`config.mk`:
```
export PLATFORM = sky130hd
export DESIGN_NAME = keccak_absorb_packer
export DESIGN_NICKNAME = d
export VERILOG_FILES = /design/src/rtl/keccak_absorb_packer.sv
export SDC_FILE = /design/constraint.sdc
export NUM_CORES = 1
export LEC_CHECK = 0
export ABC_AREA = 1
export CAP_MARGIN = 40
export CORE_AREA = 2 2 119 121
export CTS_BUF_LIST = sky130_fd_sc_hd__clkbuf_4 sky130_fd_sc_hd__clkbuf_8 sky130_fd_sc_hd__clkbuf_16
export CTS_CLUSTER_DIAMETER = 40
export DETAILED_ROUTE_END_ITERATION = 7
export DIE_AREA = 0 0 121 123
export HOLD_SLACK_MARGIN = 0.12
export PLACE_DENSITY = 0.83
export SLEW_MARGIN = 15
export SYNTH_ARGS = -nofsm -noshare
export SYNTH_HDL_FRONTEND = slang
export SYNTH_SLANG_ARGS = --single-unit
```
`constraint.sdc`:
```
create_clock -name i_clk -period 2.4 [get_ports i_clk]
set_input_delay 0.36 -clock i_clk [delete_from_list [all_inputs] [get_ports i_clk]]
set_output_delay 0.36 -clock i_clk [all_outputs]
set_load 0.01 [all_outputs]
```
`src/rtl/keccak_absorb_packer.sv`:
```
// keccak_absorb_packer
//   Absorb-side front end for the Keccak core. Takes a message as IW-bit
//   words, applies SHA3/SHAKE domain separation and pad10*1, and emits
//   rate-sized blocks of 64-bit lanes with block and message delimiters.
//
//   State table
//   state | meaning
//   IDLE  | waiting for i_start; latches mode and length
//   LOAD  | requesting the next message word (o_data_ready=1)
//   EMIT  | emitting lanes out of the buffered word
//   PAD   | emitting zero-data lanes carrying padding until msg_last
//
// Ports
//   i_clk, i_rstn                 clock, async active-low reset
//   i_start, i_mode, i_len        message start, hash mode, byte length
//   i_data, i_data_valid          input word stream
//   o_data_ready                  word accepted on valid&ready
//   o_lane, o_lane_idx            padded lane and its index within the block
//   o_lane_valid, i_lane_ready    lane handshake
//   o_block_last, o_msg_last      lane delimiters
//   o_busy                        high outside IDLE
module keccak_absorb_packer #(
  parameter int IW    = 64,
  parameter int LEN_W = 11
) (
  input  logic             i_clk,
  input  logic             i_rstn,
  input  logic             i_start,
  input  logic [1:0]       i_mode,
  input  logic [LEN_W-1:0] i_len,
  input  logic [IW-1:0]    i_data,
  input  logic             i_data_valid,
  output logic             o_data_ready,
  output logic [63:0]      o_lane,
  output logic [4:0]       o_lane_idx,
  output logic             o_lane_valid,
  input  logic             i_lane_ready,
  output logic             o_block_last,
  output logic             o_msg_last,
  output logic             o_busy
);

  localparam int NLW   = IW / 64;
  localparam int PW    = (NLW > 1) ? $clog2(NLW) : 1;
  localparam int POS_W = LEN_W + 2;

  localparam logic [1:0] ST_IDLE = 2'd0;
  localparam logic [1:0] ST_LOAD = 2'd1;
  localparam logic [1:0] ST_EMIT = 2'd2;
  localparam logic [1:0] ST_PAD  = 2'd3;

  logic [1:0]       state;
  logic [4:0]       rate;
  logic [7:0]       dom;
  logic [LEN_W-1:0] len;
  logic [IW-1:0]    word_buf;
  logic [PW-1:0]    ptr;
  logic [POS_W-1:0] pos;
  // Byte offset one past the end of the current block; the final block is
  // the one whose end lies beyond L.
  logic [POS_W-1:0] blk_end;
  logic [4:0]       idx;

  logic [4:0]       start_rate;
  logic [7:0]       start_dom;
  logic [POS_W-1:0] len_x;
  logic [POS_W-1:0] pos_nxt;
  logic [POS_W-1:0] rate_bytes;
  logic [PW:0]      ptr_nxt;
  logic             lane_vld;
  logic             blk_last;
  logic             fin_blk;
  logic             msg_last;
  logic             lane_hs;
  logic [63:0]      data_lane;
  logic [63:0]      lane_val;

  always_comb begin
    start_rate = 5'd17;
    start_dom  = 8'h06;
    case (i_mode)
      2'd0: begin start_rate = 5'd17; start_dom = 8'h06; end
      2'd1: begin start_rate = 5'd9;  start_dom = 8'h06; end
      2'd2: begin start_rate = 5'd21; start_dom = 8'h1F; end
      default: begin start_rate = 5'd17; start_dom = 8'h1F; end
    endcase
  end

  assign len_x      = POS_W'(len);
  assign pos_nxt    = pos + POS_W'(8);
  assign rate_bytes = POS_W'({rate, 3'b000});
  assign ptr_nxt    = {1'b0, ptr} + 1'b1;

  assign lane_vld = (state == ST_EMIT) || (state == ST_PAD);
  assign blk_last = (idx == rate - 5'd1);
  assign fin_blk  = (len_x < blk_end);
  assign msg_last = lane_vld && blk_last && fin_blk;
  assign lane_hs  = lane_vld && i_lane_ready;

  always_comb begin
    data_lane = '0;
    for (int j = 0; j < NLW; j++) begin
      if (ptr == PW'(j)) data_lane = word_buf[j*64 +: 64];
    end
  end

  // Bytes at or past L never come from the word (the tail of the final
  // word is don't-care); the domain byte lands exactly at L and the
  // closing 0x80 XORs into byte 7 of the final lane.
  always_comb begin
    lane_val = '0;
    for (int b = 0; b < 8; b++) begin
      if ((state == ST_EMIT) && ((pos + POS_W'(b)) < len_x))
        lane_val[8*b +: 8] = data_lane[8*b +: 8];
      if ((pos + POS_W'(b)) == len_x)
        lane_val[8*b +: 8] = lane_val[8*b +: 8] ^ dom;
    end
    if (msg_last) lane_val[63:56] = lane_val[63:56] ^ 8'h80;
  end

  assign o_data_ready = (state == ST_LOAD);
  assign o_lane_valid = lane_vld;
  assign o_lane       = lane_vld ? lane_val : 64'd0;
  assign o_lane_idx   = idx;
  assign o_block_last = lane_vld && blk_last;
  assign o_msg_last   = msg_last;
  assign o_busy       = (state != ST_IDLE);

  always_ff @(posedge i_clk or negedge i_rstn) begin
    if (!i_rstn) begin
      state    <= ST_IDLE;
      rate     <= 5'd17;
      dom      <= 8'h06;
      len      <= '0;
      word_buf <= '0;
      ptr      <= '0;
      pos      <= '0;
      blk_end  <= '0;
      idx      <= '0;
    end else begin
      case (state)
        ST_IDLE: begin
          if (i_start) begin
            rate    <= start_rate;
            dom     <= start_dom;
            len     <= i_len;
            pos     <= '0;
            idx     <= '0;
            blk_end <= POS_W'({start_rate, 3'b000});
            state   <= (i_len != '0) ? ST_LOAD : ST_PAD;
          end
        end
        ST_LOAD: begin
          if (i_data_valid) begin
            word_buf <= i_data;
            ptr      <= '0;
            state    <= ST_EMIT;
          end
        end
        default: begin
          if (lane_hs) begin
            pos <= pos_nxt;
            if (blk_last) begin
              idx     <= '0;
              blk_end <= blk_end + rate_bytes;
            end else begin
              idx <= idx + 5'd1;
            end
            if (msg_last) begin
              state <= ST_IDLE;
            end else if (state == ST_EMIT) begin
              ptr <= ptr_nxt[PW-1:0];
              if ((ptr_nxt == (PW+1)'(NLW)) || (pos_nxt >= len_x))
                state <= (pos_nxt < len_x) ? ST_LOAD : ST_PAD;
            end
          end
        end
      endcase
    end
  end

endmodule
```
### After elaboration in Yosys (flattened, before gate mapping)

Index checks and enable logic that the tools add are counted.

* add/sub/neg operators: 12
* multipliers: 0
* divide/modulo/power cells: 0
* order comparisons: 11
* eq/ne operators: 18
* shifts and indexed selects: 0
* multiplexer cells: 46
* bitwise gates (word level): 11
* reductions and logical operators: 31

Operator list (number)
* 8-bit 2-to-1 mux: 17
* 64-bit 2-to-1 mux: 2
* 13-bit by 11-bit less-than comparator with 1-bit output: 9
* 13-bit by 11-bit == test with 1-bit output: 8
* 13-bit 2-to-1 mux: 5
* 8-bit bitwise XOR: 8
* 13-bit by 3-bit adder with 13-bit output (second input constant): 4
* 13-bit case mux with 2 select lines: 2
* 13-bit by 2-bit adder with 13-bit output (second input constant): 2
* 5-bit 2-to-1 mux: 4
* 5-bit case mux with 2 select lines: 2
* 2-bit 2-to-1 mux: 8
* 13-bit by 1-bit adder with 13-bit output (second input constant): 1
* 13-bit by 4-bit adder with 13-bit output (second input constant): 1
* 13-bit by 8-bit adder with 13-bit output: 1
* 13-bit by 11-bit >= comparator with 1-bit output: 1
* 11-bit by 13-bit less-than comparator with 1-bit output: 1
* 1-bit logical AND: 11
* 11-bit nonzero test: 1
* 5-bit AND reduction: 2
* 2-bit nonzero test: 5
* 4-bit nonzero test: 2
* 2-bit by 1-bit == test with 1-bit output (second input constant): 3
* 2-bit == test (second input constant): 3
* other kinds (16): 26

* register bits after elaboration: 122
* latch bits: 0
* RAM bits: 0
* bits in read-only memories: 0
* input port bits: 82
* output and inout port bits: 74
* logic and storage cells: 138
* memories: 0

### Depth between registers and ports, before layout

* word-level depth: 9
* depth in mapped cells: 17
* mapped depth without buffers: 17

### Least setup slack after synthesis

Ideal clock, no wire load.

* kind: register to output
* start: reg pos[8]
* end: out o_lane[32]
* data arrival time: 1.915 ns
* required time: 2.040 ns
* slack: 0.125 ns
* stages on the path, launching flop included: 9
* buffers on the path: 1
* cells stage by stage: dfrtp_1 clkbuf_1 ha_1 a21oi_1 o21ai_0 a211oi_1 nand3_1 nand3b_1 a21oi_1

* cells in the longest elaborated chain, start to end: 7
* elaborated cells between the ends (all ways): 8
* classes of those cells: add/sub: 1; order compare: 1; eq/ne: 1; mux: 3; bitwise: 1; reduce/logical: 1

Ends and longest elaborated chain
* start, declared: RTL line 58 `logic [POS_W-1:0] pos;`
* start signal, assigned: RTL line 162 `pos <= pos_nxt;`
* 13-bit by 3-bit adder with 13-bit output (*): RTL line 113, 115
* 13-bit by 11-bit less-than comparator with 1-bit output: RTL line 113 `if ((state == ST_EMIT) && ((pos + POS_W'(b)) < len_x))`
* 1-bit logical AND: RTL line 113
* 8-bit 2-to-1 mux: RTL line 113
* 8-bit bitwise XOR: RTL line 116 `lane_val[8*b +: 8] = lane_val[8*b +: 8] ^ dom;`
* 8-bit 2-to-1 mux (*): RTL line 115 `if ((pos + POS_W'(b)) == len_x)`
* 64-bit 2-to-1 mux (*): RTL line 123 `assign o_lane = lane_vld ? lane_val : 64'd0;`
* end, declared: RTL line 34 `output logic [63:0] o_lane,`

Mark *: on every way between the ends. The rest lies on a longest branch, timed or not.

### Worst setup path after layout

* start: reg pos[12]
* end: out o_lane[56]

* cells in the longest elaborated chain, start to end: 8
* elaborated cells between the ends (all ways): 9
* classes of those cells: add/sub: 1; order compare: 1; eq/ne: 1; mux: 4; bitwise: 1; reduce/logical: 1

Ends and longest elaborated chain
* 13-bit by 3-bit adder with 13-bit output (*): RTL line 113, 115
* 13-bit by 11-bit less-than comparator with 1-bit output: RTL line 113
* 1-bit logical AND: RTL line 113
* 8-bit 2-to-1 mux: RTL line 113
* 8-bit bitwise XOR: RTL line 116
* 8-bit 2-to-1 mux (*): RTL line 115
* 8-bit 2-to-1 mux (*): RTL line 118 `if (msg_last) lane_val[63:56] = lane_val[63:56] ^ 8'h80;`
* 64-bit 2-to-1 mux (*): RTL line 123

Marks and branches as above.

==> impl_results.rst <==
.. list-table::
   :header-rows: 1

   * - Metric
     - Value
   * - Clock skew after layout
     - ~12 ps
   * - Max Transition Viols Final
     - 0
   * - Combined area of the multi-input logic cells
     - 4680 um2
   * - Period Utilization, post-route
     - 118%
   * - R2r setup slk
     - -370 ps
   * - Worst Min Path Start
     - word_buf[5]$_DFFE_PN0P_
   * - Post-synthesis mux area share
     - 0%
   * - Placement Rows
     - between 40 and 50
   * - Setup repair after global routing missed its margin
     - true
   * - Die Ht
     - 123 um
   * - Total number of yosys warnings
     - 0
   * - CTS tree
     - built
   * - Min Tclk post-route
     - approximately 2800 ps
   * - Instance count of the mapped netlist
     - roughly 900
   * - Post-synthesis compound-gate area fraction
     - a little under an eighth
   * - Number of register bits inferred by synthesis
     - roughly 110
   * - Number of max-cap violations
     - 0
   * - Post-layout net count
     - around 1300
   * - Final setup margin
     - -443 ps
   * - Total power density per cell area
     - ~1500 nW/um2
   * - Total die area
     - 14900 um2
   * - Cell-internal power
     - 0.00815 W
   * - Ports placed on the boundary
     - roughly 160
   * - Leftover overflow at the end of global routing
     - 0
   * - Violations in the final reports
     - setup timing
   * - Clk pin slew, worst setup/hold paths
     - 80 ps
   * - Global-route wire length before repair
     - 41.6 mm
   * - Initial DRT Pass Iterations
     - 6
   * - Final standard cell count with taps included and fillers excluded
     - between 1000 and 1500
   * - Area of all sequential standard cells
     - ~2700 um2
   * - Worst-skew pair later-pin latency
     - about 380 ps
   * - Number of endpoints failing setup at the final stage
     - 69
   * - Top FF cell, synth
     - dfrtp_1
   * - Antenna diode instance count
     - 0
   * - Initial cell density of the core
     - 49.8%
   * - Count of different cell masters after synthesis
     - 46
   * - Routed vias
     - between 8000 and 9000
   * - Portion of total power attributed to combinational logic
     - 68.8%
   * - Share of async-settable or async-resettable flops after synthesis
     - 100%
   * - Origin of the critical flop-to-flop path
     - pos[3]$_DFFE_PN0P_
   * - Switching portion of total power
     - 49.2%
   * - Final hold violations
     - 0
   * - Synthesis-to-layout area growth
     - 62.5%
   * - Global-route usage over all layers
     - a little over a third
   * - Net switching power
     - 0.00789 W
   * - CTS Buf Count
     - 9
   * - Total power
     - between 0.015 and 0.02 W
   * - Share of synthesized cell area in full adder, half adder and majority cells
     - about 8.9%
   * - Routed vias/inst
     - between 6 and 7
   * - DRC
     - 0
   * - Fill cell total of the finished layout
     - about 750
   * - Final GP Congestion
     - 0.945
   * - Sort of element at the end of the critical path
     - output pin
   * - Peak supply drop
     - 739 uV
   * - Synth Net Count
     - 1053
   * - Critical path class
     - reg -> out
   * - Fraction of final layout cells sized beyond drive strength 1
     - a little under two fifths
   * - Via count of the first global-routing pass
     - 8047
   * - Average instance area after synthesis
     - 7.34 um2
   * - Number of H-tree levels
     - 3
   * - Clock root buffer master
     - clkbuf_16
   * - Cell area after layout
     - 11000 um2
   * - Hold slack final
     - about 490 ps
   * - Post-Route WL
     - approximately 30 mm
   * - Number of cells on the worst hold path
     - 2
   * - CP required
     - between 2000 and 2500 ps
   * - Routed length per instance
     - between 20 and 25 um
   * - Clock tree sinks
     - approximately 110
   * - Initial antenna violation count
     - 2
   * - Leakage
     - between 5 and 6 nW
   * - Hold Path Class
     - reg -> reg
   * - Slew @ Worst Pin
     - between 500 and 600 ps
   * - Worst reg2reg endpoint
     - state[1]$_DFFE_PN0P_
   * - Result of the run
     - complete, but fails checks
   * - Highest net fanout along the worst path
     - 6
   * - Starting DRT DRC Count
     - a little under 1000
   * - Port Buffers
     - between 150 and 200
   * - Xor/xnor cell area share of the yosys netlist
     - around 1.4%
   * - Clk buf depth
     - 2
   * - Critical path data arrival time
     - about 2500 ps
   * - Placed insts
     - approximately 1300
   * - Number of cells on the worst reg-to-reg path
     - 18
   * - Part of the total power dissipated in the clock network
     - 10.6%
   * - Share of total power in sequential cells
     - between 20% and 30%
   * - Count of nets left with antenna violations after detail routing
     - 0
   * - Total cell area at the placement stage
     - slightly above 9000 um2
   * - Maximum number of pins on one net before global-route repair
     - 54
   * - Detail Placement HPWL
     - between 15 and 20 mm
   * - Worst hold path endpoint
     - word_buf[5]$_DFFE_PN0P_
   * - Relative max-transition margin
     - 62.3%
   * - Chip width
     - ~120 um
   * - Register area share after synthesis
     - between 30% and 40%
   * - Worst Setup Start Kind
     - flop
   * - Standard cell core area
     - ~14000 um2
   * - Highest Clock Rate
     - around 350 MHz
   * - Share of synthesized cell area in and, or, nand and nor gates
     - between 30% and 40%
   * - Netlist area before placement
     - between 6000 and 7000 um2
   * - Main combinational cell family by area after synthesis
     - simple AND/OR/NAND/NOR gates
   * - Worst slack at placement
     - -472 ps
   * - Count of flip-flops with a built-in enable after synthesis
     - 0
## layout by cell type, fill, tap and decap left out, types with 19 or more instances in the layout
cell             count
nand2_1            273
buf_4              112
dfrtp_1            103
clkdlybuf4s50_1     88
inv_1               68
buf_2               59
buf_6               44
o21ai_0             43
a21oi_1             38
nor2_1              34
ha_4                30
inv_2               24
nand2_2             23
a21oi_2             23
nand3_2             21
nor2_4              21
nand3_1             19
nand4_1             19
## layout make-up
type	count	area share (%)
tap	180	2.04
inverter	103	3.77
timing repair buffer	313	24.4
clock buffer	10	2.17
clock inverter	6	0.784
multi-input combinational	677	42.5
sequential	107	24.3
## worst max path at each step
| stage | start | endpoint |
|---|---|---|
| after global placement | len[10]$_DFFE_PN0P_ | o_lane[48] |
| after CTS | pos[6]$_DFFE_PN0P_ | o_lane[20] |
| final | pos[12]$_DFFE_PN0P_ | o_lane[56] |
| after detailed placement | len[8]$_DFFE_PN0P_ | o_lane[32] |
| after floorplan | pos[8]$_DFFE_PN0P_ | o_lane[32] |
| after global routing | pos[12]$_DFFE_PN0P_ | o_lane[56] |
## metrics by stage
step	setup TNS, ps	util (%)
after floorplan	0	-
after global placement	-17900	68.3
after detailed placement	-21710	68.3
after CTS	-9080	76.8
after global routing	-25580	80.9
final	-20810	80.9
## layer usage
layer	track usage (%)	wire length, um
met1	41.2	10300
met2	62.0	14300
met3	9.50	3120
met4	22.0	2540
met5	0	22
## sequential cells by signal (all words and copies together), names as in the netlist
register and flops:
len 11, pos 10, word_buf 64, blk_end 10, rate 3, o_lane_idx 5, dom 1, state 2
ptr 1
## cells in the mapped netlist (7+ instances only)
cell type	count	area [um2]
nand2_1	304	1140
dfrtp_1	106	2650
inv_1	92	345
a21oi_1	64	320
nor2_1	62	233
o21ai_0	51	255
ha_1	48	601
nand3_1	47	235
clkbuf_1	29	109
nand4_1	19	119
xor2_1	10	87.6
nand3b_1	8	60.1
inv_2	7	26.3
nor3_1	7	35.0
## critical path, cell delays in order, from the launching register on
cell and delay (ps):
dfrtp_1 430, nor2_4 290, buf_6 190, buf_4 130, nand2_1 70, a21oi_1 230
and3_4 260, buf_8 130, nand3_1 70, a21oi_1 130, buf_2 160
## power by group through the flow
stage | logic (W) | registers [W] | clock network (W)
2_1_floorplan | 0.00404 | 0.00305 | 0
3_5_place_dp | 0.00713 | 0.00313 | 0
5_1_grt | 0.0116 | 0.00336 | 0.00177
4_1_cts | 0.00879 | 0.00316 | 0.00165
3_3_place_gp | 0.00692 | 0.00311 | 0
6_report | 0.0110 | 0.00331 | 0.00170
## logic make-up (layout without fill, tap and decap cells)
family | count (synthesis) | after routing
buf+inv | 139 | 432
simple gates | 479 | 479
flops | 107 | 107
compound gates | 139 | 139
xor+xnor | 11 | 11
fa+ha+maj | 48 | 48
## what timing repair did
action | in CTS | in global routing
pin swaps | 69 | 65
endpoints found under the setup margin | 68 | 72
endpoints found under the hold margin | 40 | 0
buffers inserted | 38 | 23
resized for setup | 448 | 116
hold buffers | 1 | 0
Power figures use the tool's default switching activity.
